**src/rtl/si_pkg.sv**
```systemverilog
// si_pkg
//   Shared definitions for the frame scheduler slice: the scheduler state
//   encoding, the default requester count, the fixed requester slot numbers
//   and the vertical blanking budget that the per-task timeout has to fit in.
//   No ports; imported by the interface, the scheduler and its timer.
package si_pkg;

   // Scheduler sequencing states
   typedef enum logic [1:0] {
      ST_IDLE  = 2'd0,
      ST_SCAN  = 2'd1,
      ST_START = 2'd2,
      ST_WAIT  = 2'd3
   } sched_state_e;

   localparam int NREQ_DEFAULT = 4;

   // Requester slots, served in ascending order every frame
   localparam int REQ_PLAYER   = 0;
   localparam int REQ_INVADERS = 1;
   localparam int REQ_SHOTS    = 2;
   localparam int REQ_COLLIDE  = 3;

   // Pixel clocks available inside vertical blanking for all updates together
   localparam int BLANK_BUDGET = 23296;

endpackage

```
**src/rtl/frame_scheduler_if.sv**
```systemverilog
// frame_scheduler_if
//   Bundles the signals between the frame scheduler and the game-logic
//   update units plus the VGA vsync input.
//   Signals:
//     vsync       - active-low vsync from the VGA timing generator
//     enable      - requester enable mask, sampled at frame start
//     done        - completion pulse/level from each requester
//     err_clr     - clears the sticky error flags
//     start       - one-cycle start pulse, at most one bit high
//     busy        - update sequence in progress (renderers freeze sprites)
//     frame_cnt   - vsync falling edges since reset, wrapping
//     timeout_err - sticky per-requester timeout flags
//     overrun     - sticky flag, a frame began while still busy
//   Modports:
//     master - the scheduler side
//     slave  - the requester / environment side
interface frame_scheduler_if
   import si_pkg::*;
#(
   parameter int NREQ = NREQ_DEFAULT,
   parameter int FCW  = 16
);

   logic            vsync;
   logic [NREQ-1:0] enable;
   logic [NREQ-1:0] done;
   logic            err_clr;
   logic [NREQ-1:0] start;
   logic            busy;
   logic [FCW-1:0]  frame_cnt;
   logic [NREQ-1:0] timeout_err;
   logic            overrun;

   modport master (
      input  vsync, enable, done, err_clr,
      output start, busy, frame_cnt, timeout_err, overrun
   );

   modport slave (
      output vsync, enable, done, err_clr,
      input  start, busy, frame_cnt, timeout_err, overrun
   );

endinterface

```
**src/rtl/sched_timeout_timer.sv**
```systemverilog
// sched_timeout_timer
//   Counts the cycles the scheduler has spent waiting on one requester.
//   Ports:
//     clk      - pixel clock
//     clr      - synchronous active-high reset
//     clear    - restart the count at zero on the next edge
//     count_en - advance the count by one on the next edge
//     expired  - the count has reached TIMEOUT-1 (last allowed wait cycle)
module sched_timeout_timer
   import si_pkg::*;
#(
   parameter int TIMEOUT = 4096
) (
   input  logic clk,
   input  logic clr,
   input  logic clear,
   input  logic count_en,
   output logic expired
);

   localparam int TW = $clog2(TIMEOUT);
   localparam logic [TW-1:0] LAST = TW'(TIMEOUT - 1);

   logic [TW-1:0] count_q;
   logic [TW-1:0] count_d;

   // The count never runs past LAST, so it cannot wrap back to zero when
   // TIMEOUT is a power of two.
   always_comb begin
      count_d = count_q;
      if (clear) begin
         count_d = '0;
      end else if (count_en && !expired) begin
         count_d = count_q + TW'(1);
      end
   end

   always_ff @(posedge clk) begin
      if (clr) begin
         count_q <= '0;
      end else begin
         count_q <= count_d;
      end
   end

   assign expired = (count_q == LAST);

endmodule

```
**src/rtl/frame_scheduler.sv**
```systemverilog
// frame_scheduler
//   Runs the per-frame game-logic updates inside vertical blanking. On each
//   vsync falling edge it latches the enable mask and starts every enabled
//   requester in slot order, waiting for each one's done (or a timeout)
//   before moving on. busy stays high for the whole sequence so renderers
//   can hold their sprite state stable.
//   Ports:
//     clk - pixel clock, same domain as the VGA timing generator
//     clr - synchronous active-high reset
//     bus - scheduler side of frame_scheduler_if (see the interface header)
module frame_scheduler
   import si_pkg::*;
#(
   parameter int NREQ    = NREQ_DEFAULT,
   parameter int TIMEOUT = 4096,
   parameter int FCW     = 16
) (
   input  logic                clk,
   input  logic                clr,
   frame_scheduler_if.master   bus
);

   localparam int IW = $clog2(NREQ + 1);
   localparam logic [NREQ-1:0] ONE = {{(NREQ-1){1'b0}}, 1'b1};

   sched_state_e    state_q, state_d;
   logic            vsync_q, vsync_d;
   logic [IW-1:0]   idx_q, idx_d;
   logic [NREQ-1:0] mask_q, mask_d;
   logic [NREQ-1:0] start_q, start_d;
   logic            busy_q, busy_d;
   logic [FCW-1:0]  frame_cnt_q, frame_cnt_d;
   logic [NREQ-1:0] timeout_err_q, timeout_err_d;
   logic            overrun_q, overrun_d;

   logic            fall;
   logic [NREQ-1:0] cur_sel;
   logic            at_end;
   logic            done_cur;
   logic            timer_clear;
   logic            timer_count;
   logic            timer_expired;

   assign fall = vsync_q & ~bus.vsync;

   // One-hot select of the current slot; it is all zeros once idx reaches
   // NREQ, so it can be used to index mask/done without a range check.
   assign cur_sel  = ONE << idx_q;
   assign at_end   = (idx_q == IW'(NREQ));
   assign done_cur = |(bus.done & cur_sel);

   assign timer_clear = (state_q == ST_START);
   assign timer_count = (state_q == ST_WAIT) && !done_cur;

   sched_timeout_timer #(
      .TIMEOUT (TIMEOUT)
   ) u_timer (
      .clk      (clk),
      .clr      (clr),
      .clear    (timer_clear),
      .count_en (timer_count),
      .expired  (timer_expired)
   );

   // Next-state logic. Sticky flags are cleared first and then re-set by
   // any error seen in the same cycle, so a coincident error survives
   // err_clr. A frame edge seen mid-sequence only counts and flags; the
   // running sequence carries on and nothing is queued.
   always_comb begin
      state_d       = state_q;
      vsync_d       = bus.vsync;
      idx_d         = idx_q;
      mask_d        = mask_q;
      frame_cnt_d   = frame_cnt_q;
      timeout_err_d = bus.err_clr ? '0 : timeout_err_q;
      overrun_d     = bus.err_clr ? 1'b0 : overrun_q;

      if (fall) begin
         frame_cnt_d = frame_cnt_q + FCW'(1);
         if (state_q != ST_IDLE) begin
            overrun_d = 1'b1;
         end
      end

      case (state_q)
         ST_IDLE: begin
            if (fall) begin
               mask_d  = bus.enable;
               idx_d   = '0;
               state_d = ST_SCAN;
            end
         end
         ST_SCAN: begin
            if (at_end) begin
               state_d = ST_IDLE;
            end else if (|(mask_q & cur_sel)) begin
               state_d = ST_START;
            end else begin
               idx_d = idx_q + IW'(1);
            end
         end
         ST_START: begin
            state_d = ST_WAIT;
         end
         ST_WAIT: begin
            if (done_cur) begin
               idx_d   = idx_q + IW'(1);
               state_d = ST_SCAN;
            end else if (timer_expired) begin
               timeout_err_d = timeout_err_d | cur_sel;
               idx_d         = idx_q + IW'(1);
               state_d       = ST_SCAN;
            end
         end
         default: begin
            state_d = ST_IDLE;
         end
      endcase

      // Outputs are registered from the next state so they line up with it.
      start_d = (state_d == ST_START) ? (ONE << idx_d) : '0;
      busy_d  = (state_d != ST_IDLE);
   end

   // State and output registers; reset discards any frame edge sampled with it.
   always_ff @(posedge clk) begin
      if (clr) begin
         state_q       <= ST_IDLE;
         vsync_q       <= 1'b1;
         idx_q         <= '0;
         mask_q        <= '0;
         start_q       <= '0;
         busy_q        <= 1'b0;
         frame_cnt_q   <= '0;
         timeout_err_q <= '0;
         overrun_q     <= 1'b0;
      end else begin
         state_q       <= state_d;
         vsync_q       <= vsync_d;
         idx_q         <= idx_d;
         mask_q        <= mask_d;
         start_q       <= start_d;
         busy_q        <= busy_d;
         frame_cnt_q   <= frame_cnt_d;
         timeout_err_q <= timeout_err_d;
         overrun_q     <= overrun_d;
      end
   end

   assign bus.start       = start_q;
   assign bus.busy        = busy_q;
   assign bus.frame_cnt   = frame_cnt_q;
   assign bus.timeout_err = timeout_err_q;
   assign bus.overrun     = overrun_q;

endmodule

```
**src/flat_wrapper.sv**
```systemverilog
// flat-port wrapper written by rule: the top's interface ports become plain ports
module frame_scheduler_flat import si_pkg::*;
#(
   parameter int NREQ    = NREQ_DEFAULT,
   parameter int TIMEOUT = 4096,
   parameter int FCW     = 16
)
  (clk, clr, bus_vsync, bus_enable, bus_done, bus_err_clr, bus_start, bus_busy, bus_frame_cnt, bus_timeout_err, bus_overrun);
  frame_scheduler_if #(.NREQ(NREQ), .FCW(FCW)) bus_i ();
  input  logic clk;
  input  logic clr;
  input wire logic [$bits(bus_i.vsync)-1:0] bus_vsync;
  input wire logic [$bits(bus_i.enable)-1:0] bus_enable;
  input wire logic [$bits(bus_i.done)-1:0] bus_done;
  input wire logic [$bits(bus_i.err_clr)-1:0] bus_err_clr;
  output wire logic [$bits(bus_i.start)-1:0] bus_start;
  output wire logic [$bits(bus_i.busy)-1:0] bus_busy;
  output wire logic [$bits(bus_i.frame_cnt)-1:0] bus_frame_cnt;
  output wire logic [$bits(bus_i.timeout_err)-1:0] bus_timeout_err;
  output wire logic [$bits(bus_i.overrun)-1:0] bus_overrun;
  assign bus_i.vsync = bus_vsync;
  assign bus_i.enable = bus_enable;
  assign bus_i.done = bus_done;
  assign bus_i.err_clr = bus_err_clr;
  assign bus_start = bus_i.start;
  assign bus_busy = bus_i.busy;
  assign bus_frame_cnt = bus_i.frame_cnt;
  assign bus_timeout_err = bus_i.timeout_err;
  assign bus_overrun = bus_i.overrun;
  frame_scheduler #(.NREQ(NREQ), .TIMEOUT(TIMEOUT), .FCW(FCW)) u_core (.clk(clk), .clr(clr), .bus(bus_i));
endmodule
```
**config.mk**
```make
export PLATFORM = sky130hd
export DESIGN_NAME = frame_scheduler_flat
export DESIGN_NICKNAME = d
export VERILOG_FILES = /design/src/rtl/si_pkg.sv /design/src/rtl/frame_scheduler_if.sv /design/src/rtl/sched_timeout_timer.sv /design/src/rtl/frame_scheduler.sv /design/src/flat_wrapper.sv
export SDC_FILE = /design/constraint.sdc
export NUM_CORES = 1
export LEC_CHECK = 0
export ABC_AREA = 1
export BUFFER_PORTS_ARGS = -buffer_cell sky130_fd_sc_hd__buf_2
export CAP_MARGIN = 15
export CORE_ASPECT_RATIO = 2
export CORE_MARGIN = 1.5
export CORE_UTILIZATION = 54
export DETAILED_ROUTE_END_ITERATION = 10
export PLACE_DENSITY = 0.77
export SKIP_LAST_GASP = 1
export SLEW_MARGIN = 10
export SYNTH_ARGS = -nofsm -noshare
export SYNTH_HDL_FRONTEND = slang
export SYNTH_SLANG_ARGS = --single-unit
```
**constraint.sdc**
```tcl
create_clock -name clk -period 2.12 [get_ports clk]
set_clock_uncertainty 0.05 [all_clocks]
set_input_delay 0.318 -clock clk [delete_from_list [all_inputs] [get_ports clk]]
set_output_delay 0.318 -clock clk [all_outputs]
set_load 0.01 [all_outputs]
```
==> results of run 1 <==
sequential cells by signal (all words and copies together), names as in the netlist:
| register | flops |
|---|---|
| u_core.idx_q | 3 |
| u_core.mask_q | 4 |
| u_core.bus.busy | 1 |
| u_core.bus.overrun | 1 |
| u_core.state_q | 2 |
| u_core.bus.frame_cnt | 16 |
| u_core.bus.start | 4 |
| u_core.u_timer.count_q | 12 |
| u_core.bus.timeout_err | 4 |
| u_core.vsync_q | 1 |
worst min-delay path, stage by stage:
cell and delay, ns:
sky130_fd_sc_hd__buf_2 0.07, sky130_fd_sc_hd__nor2_1 0.03, sky130_fd_sc_hd__nor2_1 0.08
logic make-up after synthesis:
kind of cell,count (synthesis),share of synthesized area
simple gates,165,0.342
buf+inv,51,0.0849
compound gates,49,0.109
flops,48,0.405
fa+ha+maj,7,0.0369
xor+xnor,6,0.0222
per-stage QoR:
stage	instance area [um^2]	hold WS, ns
detailed placement	2610	0.412
finish	2710	0.175
global placement	2610	0.401
floorplan	2370	0.375
CTS	2700	0.181
global route	2710	0.193
path summary, 6_finish.rpt:
check        cells after the start                         end
max reg2reg                     13  u_core.u_timer.count_q[10]
min                              3            u_core.mask_q[2]
max                             13  u_core.u_timer.count_q[10]
min reg2reg                      2   u_core.bus.timeout_err[3]
final cells by class:
class	instances	area, um^2	share of cell area
Clock buffer	5	68.8	0.0254
Clock inverter	3	23.8	0.00876
Inverter	47	179	0.0660
Multi-Input combinational cell	227	1220	0.449
Sequential cell	48	962	0.355
Tap cell	54	67.6	0.0249
Timing Repair Buffer	38	193	0.0710
power breakdown:
part           switching (mW)  leakage [nW]  total (mW)  internal [mW]
combinational           0.118         0.742       0.184         0.0662
sequential             0.0181         0.389       0.944          0.925
clock                   0.332        0.0404       0.566          0.234
total                   0.468          1.17        1.69           1.23
per-layer routing:
layer,vias to the layer above,GRT usage,wire (um)
met3,7,0.0370,151
met5,-,0,0
met4,0,0.0876,103
met1,986,0.212,1910
met2,38,0.472,3010
li1,1116,-,-
placed cells by master, fill, tap and decap left out, types with 2 or more instances in the layout:
cell / count
sky130_fd_sc_hd__a21oi_1: 20
sky130_fd_sc_hd__buf_2: 37
sky130_fd_sc_hd__clkbuf_8: 5
sky130_fd_sc_hd__clkinvlp_4: 2
sky130_fd_sc_hd__dfxtp_1: 47
sky130_fd_sc_hd__ha_1: 7
sky130_fd_sc_hd__inv_1: 45
sky130_fd_sc_hd__nand2_1: 74
sky130_fd_sc_hd__nand2_4: 3
sky130_fd_sc_hd__nand3_1: 15
sky130_fd_sc_hd__nand3_2: 4
sky130_fd_sc_hd__nand3_4: 2
sky130_fd_sc_hd__nor2_1: 39
sky130_fd_sc_hd__nor2_2: 5
sky130_fd_sc_hd__nor2_4: 3
sky130_fd_sc_hd__nor3_1: 8
sky130_fd_sc_hd__nor3b_1: 3
sky130_fd_sc_hd__nor4_1: 2
sky130_fd_sc_hd__o21a_1: 2
sky130_fd_sc_hd__o21ai_0: 21
sky130_fd_sc_hd__o22ai_1: 3
sky130_fd_sc_hd__or2_2: 2
sky130_fd_sc_hd__xnor2_1: 4
sky130_fd_sc_hd__xor2_1: 2
repair_timing:
action / in CTS / in global routing
setup endpoints to repair: 0 / 4
gates resized for setup: 0 / 3
hold endpoints to repair: 0 / 0
==> summary.md, run 1 <==
| Metric | Value |
|---|---|
| Run status | finished, final reports clean |
| Synthesized Nets | 345 |
| Clock period minus worst slack | between 1.5 and 2 ns |
| Pre-antenna DRT Iters | 4 |
| Total routing resource utilization after global routing | 0.232 |
| Number of vias in the routed layout | 2147 |
| Sum of overflow across all layers after global routing | 0 |
| Reg-to-reg setup timing slack | approximately 0.15 ns |
| Origin of the worst min-delay path | bus_enable[2] |
| Inst Count DP | 414 |
| Final Hold Violating Endpoints | 0 |
| CP dominant cell by count | sky130_fd_sc_hd__nand2_1 |
| Non-Filler Instances | ~420 |
| Library cell used as clock root buffer | sky130_fd_sc_hd__clkbuf_8 |
| Yosys Warn Count | 0 |
| Placed wire-length estimate | 4030 um |
| Worst Setup SP | u_core.idx_q[0] |
| Starting DRC count in detailed routing | 36 |
| Syn Std Cell Area | approximately 0.0024 mm^2 |
| Crit end category | register |
| Number of buffers on the longest clock path | 2 |
| Post-layout nets | 386 |
| DR vias/cell | 5.09 |
| Max-slew headroom at the worst pin | 0.695 |
| Crit path max fanout | 14 |
| Layout filler cell count | slightly above 400 |
| Worst setup slack after placement | 0.166 ns |
| Die span in x | 49.9 um |
| Peak clock frequency supported by timing | between 500 and 600 MHz |
| Area growth syn-to-layout | 14.3% |
| Total routed wirelength | 5170 um |
| Clock latency at the later pin of the worst-skew pair | 0.31 ns |
| Peak VDD IR | between 0.4 and 0.5 mV |
| Vias in the first global route | approximately 2100 |
| Area of the die | 0.00482 mm^2 |
| H-tree lvl count | 2 |
| Unrepaired setup endpoints after global routing | no |
| Category of cells accounting for the largest share of critical-path delay | simple AND/OR/NAND/NOR gates |
| Final estimated routing congestion in global placement | 0.806 |
| FP Rows | 34 |
| Total leakage power | between 1 and 1.5 nW |
| Antenna Violating Nets Remaining | 0 |
| Tightest Pin Transition | 0.454 ns |
| Power per Cell Area | 624 mW/mm^2 |
| Pins Over Slew Limit | 0 |
| Number of buffers added by the clock tree synthesis step | 5 |
| Setup slack of the critical path after layout | 0.153 ns |
| Sinks on the clock net | 48 |
| Worst path required time | 2.32 ns |
| Share of async-settable or async-resettable flops after synthesis | 0 |
| Total power | around 1.7 mW |
| Crit path buf inv count | 2 |
| Total I/O pin count | 38 |
| Layout cells sized above 1 | 0.196 |
| Largest net degree at the start of global routing | 19 |
| Accumulated negative setup slack | 0 ns |
| CP max stage cell | sky130_fd_sc_hd__dfxtp_2 |
| Post-synthesis sequential element count | 48 |
| Worst min-delay path class | in2reg |
| DR WL/cell | approximately 12 um |
| Die height | 96.7 um |
| Area share of the leading cell type in the synthesized netlist | 0.405 |
| Floorplan Core Area | 0.00430 mm^2 |
| Crit path launch type | register |
| Port-buffer cells | 37 |
| Count of inserted antenna diode cells | 0 |
| Cell accounting for the most synthesized area | sky130_fd_sc_hd__dfxtp_1 |
| Syn_area_per_cell | 7.28 um^2 |
| Post-Synthesis Cells | about 330 |
| Top post-synthesis cells by count | 74 x sky130_fd_sc_hd__nand2_1, 48 x sky130_fd_sc_hd__dfxtp_1, 45 x sky130_fd_sc_hd__inv_1 |
| Post-route DRC violation count | 0 |
| Main synth FF type | sky130_fd_sc_hd__dfxtp_1 |
| Post-layout utilization of the core | 0.631 |
| Max-cap check violation count | 0 |
| Worst-path clk slew | 0.09 ns |
| Data arrival time of the critical path | 2.17 ns |
| Reg-to-reg startpoint | u_core.idx_q[0] |
| Share of the yosys chip area belonging to registers | 0.405 |
| Number of enable-type register cells in the synthesized netlist | 0 |
| Starting density of the core | 0.552 |
| Worst stage delay on the critical path | 0.35 ns |
| Leading cell type by number of instances after synthesis | sky130_fd_sc_hd__nand2_1 |
| Critical setup path kind | reg2reg |
| Number of hold-repair buffers added at the cts stage | 0 |
| Global-route wire length before repair | 8790 um |
| Area contributors post-synth | sky130_fd_sc_hd__dfxtp_1 41%, sky130_fd_sc_hd__nand2_1 12%, sky130_fd_sc_hd__inv_1 7.1% |
| Number of buffers added for setup after CTS | 0 |
| Post-synth cell types | 33 |
| CTS tree | built |
| Initial antenna violation count | 0 |
| Period utilization | 0.928 |
| Critical-path cell list | ha_1, ha_1, nand2_1, nand2_4, nor2_8, nand3_4, inv_4, nand2_4, nor2_4, nand2_1, nand2_1, inv_1, nor2_1 |
| Final Setup Violations | 0 |
Note: power is estimated with default switching activity, not from simulation.
==> inputs of run 2 (changes only) <==
Settings changed: CTS_CLUSTER_DIAMETER set to 150, REMOVE_ABC_BUFFERS set to 1.
==> run 2 against run 1 <==
Via count rose by 3.0%. Count of clock-buffer cells in the layout is the same. Combinational power up 2%. Critical endpoint unchanged. Largest cell class unchanged. Largest power group unchanged. Highest routed layer unchanged.
==> summary.md, run 2 (synthesized netlist as in run 1, its figures left out) <==
| Metric | Value |
|---|---|
| Run status | finished, final reports clean |
| Area growth syn-to-layout | 16.8% |
| Origin of the worst min-delay path | bus_enable[0] |
| Die span in x | 49.9 um (unchanged) |
| Most frequent cells in the layout | 74 x sky130_fd_sc_hd__nand2_1, 48 x sky130_fd_sc_hd__dfxtp_1, 45 x sky130_fd_sc_hd__inv_1, 39 x sky130_fd_sc_hd__nor2_1, 37 x sky130_fd_sc_hd__buf_2 |
| Largest net degree at the start of global routing | 16 (-3) |
| Reg-to-reg startpoint | u_core.idx_q[1] |
| Pins Over Slew Limit | 0 (unchanged) |
| Crit path launch type | register |
| Peak clock frequency supported by timing | 520 MHz (+2.3%) |
| Antenna Violating Nets Remaining | 0 (unchanged) |
| DR vias/cell | 5.18 (+1.8%) |
| Worst-path clk slew | 0.10 ns (about the same) |
| Inst Count DP | 418 (+0.97%) |
| Die height | 96.7 um (unchanged) |
| Initial antenna violation count | 0 (unchanged) |
| Total of cells resized after clock tree synthesis | 0 (unchanged) |
| Critical setup path kind | reg2reg |
| Placed wire-length estimate | 4160 um (+3.3%) |
| Vias in the first global route | 2118 (-0.47%) |
| Worst Setup SP | u_core.idx_q[1] |
| Total routed wirelength | 5360 um (+3.7%) |
| Worst min-delay path class | in2reg |
| Global-route wire length before repair | 8640 um (-1.7%) |
| Number of buffers on the longest clock path | 2 (unchanged) |
| Starting density of the core | 0.552 (unchanged) |
| Total leakage power | 1.21 nW (+3.3%) |
| Data arrival time of the critical path | 2.11 ns (-0.06 ns) |
| H-tree lvl count | 2 (unchanged) |
| Crit path max fanout | 7 (-7) |
| Sinks on the clock net | 48 (unchanged) |
| Total routing resource utilization after global routing | 0.230 (-0.00157) |
| Leading cell type in the layout, fill and taps excluded | sky130_fd_sc_hd__nand2_1 |
| Peak VDD IR | 0.766 mV (+74%) |
| Count of inserted antenna diode cells | 0 (unchanged) |
| DR WL/cell | 12.6 um (+2.5%) |
| Area of the die | 0.00482 mm^2 (unchanged) |
| Pre-antenna DRT Iters | 4 (unchanged) |
| Clock period minus worst slack | 1.92 ns (-0.0435 ns) |
| Sum of overflow across all layers after global routing | 0 (unchanged) |
| Final Setup Violations | 0 (unchanged) |
| Accumulated negative setup slack | 0 ns (unchanged) |
| Clock latency at the later pin of the worst-skew pair | 0.31 ns (about the same) |
| Number of buffers added for setup after CTS | 0 (unchanged) |
| Non-Filler Instances | 427 (+1.2%) |
| Worst path required time | 2.31 ns (about the same) |
| Final estimated routing congestion in global placement | 0.848 (+5.3%) |
| Number of buffers added by the clock tree synthesis step | 5 (unchanged) |
| Post-route DRC violation count | 0 (unchanged) |
| FP Rows | 34 (unchanged) |
| Post-layout nets | 391 (+1.3%) |
| Max-cap check violation count | 0 (unchanged) |
| Layout cells sized above 1 | 0.198 (+0.00274) |
| CTS tree | built |
| Max-slew headroom at the worst pin | 0.678 (-0.0170) |
| Starting DRC count in detailed routing | 47 (+31%) |
| Library cell used as clock root buffer | sky130_fd_sc_hd__clkbuf_8 |
| Total power | 1.80 mW (+6.1%) |
| Final Hold Violating Endpoints | 0 (unchanged) |
| Power per Cell Area | 648 mW/mm^2 (+3.8%) |
| Total I/O pin count | 38 (unchanged) |
| Floorplan Core Area | 0.00430 mm^2 (unchanged) |
| Unrepaired setup endpoints after global routing | no |
| Number of flip-flops under the largest register name | 16 (unchanged) |
| Number of hold-repair buffers added at the cts stage | 0 (unchanged) |
| Period utilization | 0.907 (-0.0205) |
| Number of vias in the routed layout | 2211 (+3.0%) |
| Tightest Pin Transition | 0.479 ns (+0.0253 ns) |
| Port-buffer cells | 37 (unchanged) |
| Crit end category | register |
==> run 2: cell count changes in the layout (fill, tap and decap cells not counted), sizes merged <==
| cell | change |
|---|---|
| buf | +5 |
| bufinv | +1 |
| clkinvlp | -1 |
==> run 2: path summary, 6_finish.rpt <==
check                               endpoint  slack [ns]  cells past startpoint
setup / recovery  u_core.u_timer.count_q[10]        0.20                     13
hold / removal              u_core.mask_q[0]        0.19                      3
setup reg to reg  u_core.u_timer.count_q[10]        0.20                     13
hold reg to reg    u_core.bus.timeout_err[0]        0.42                      2
==> run 2: cell type report <==
class                   count  area (um^2)
flip-flops and latches     48          961
well taps                  54         67.6
repair buffers             43          243
clock inverters             3         42.5
inverters                  47          179
fillers                   396         1530
multi-input cells         227         1210
clock buffers               5         68.8
==> run 2: power breakdown <==
group          switching, mW  leakage, nW  internal [mW]  total [mW]
combinational          0.120        0.768         0.0672       0.188
sequential            0.0181        0.389          0.925       0.943
clock                  0.317       0.0541          0.349       0.666
==> run 2: routing by layer <==
layer	up-vias	GRT usage	wire (um)
met1	1029	0.199	1920
li1	1127	-	-
met2	41	0.470	3160
met5	-	0	0
met3	14	0.0278	125
met4	0	0.122	153
==> run 2: stage by stage <==
step	hold WS [ns]	utilization	setup slack [ns]	instance area (um^2)
final	0.191	0.645	0.197	2770
after global routing	0.204	0.645	0.0243	2770
after CTS	0.186	0.640	0.0938	2750
after detailed placement	0.416	0.614	0.156	2640
after global placement	0.406	0.614	0.212	2640
after floorplan	0.337	-	0.379	2350
==> run 2: critical path: stages, from the launching register on <==
cell and delay (ns):
sky130_fd_sc_hd__dfxtp_1 0.36, sky130_fd_sc_hd__ha_1 0.21, sky130_fd_sc_hd__ha_1 0.21, sky130_fd_sc_hd__nand2_1 0.13, sky130_fd_sc_hd__nand2_4 0.08, sky130_fd_sc_hd__nor2_8 0.13
sky130_fd_sc_hd__nand3_4 0.12, sky130_fd_sc_hd__inv_4 0.12, sky130_fd_sc_hd__nand2_4 0.06, sky130_fd_sc_hd__nor2_4 0.11, sky130_fd_sc_hd__nand2_1 0.07, sky130_fd_sc_hd__nand2_1 0.06
sky130_fd_sc_hd__inv_1 0.04, sky130_fd_sc_hd__nor2_1 0.10
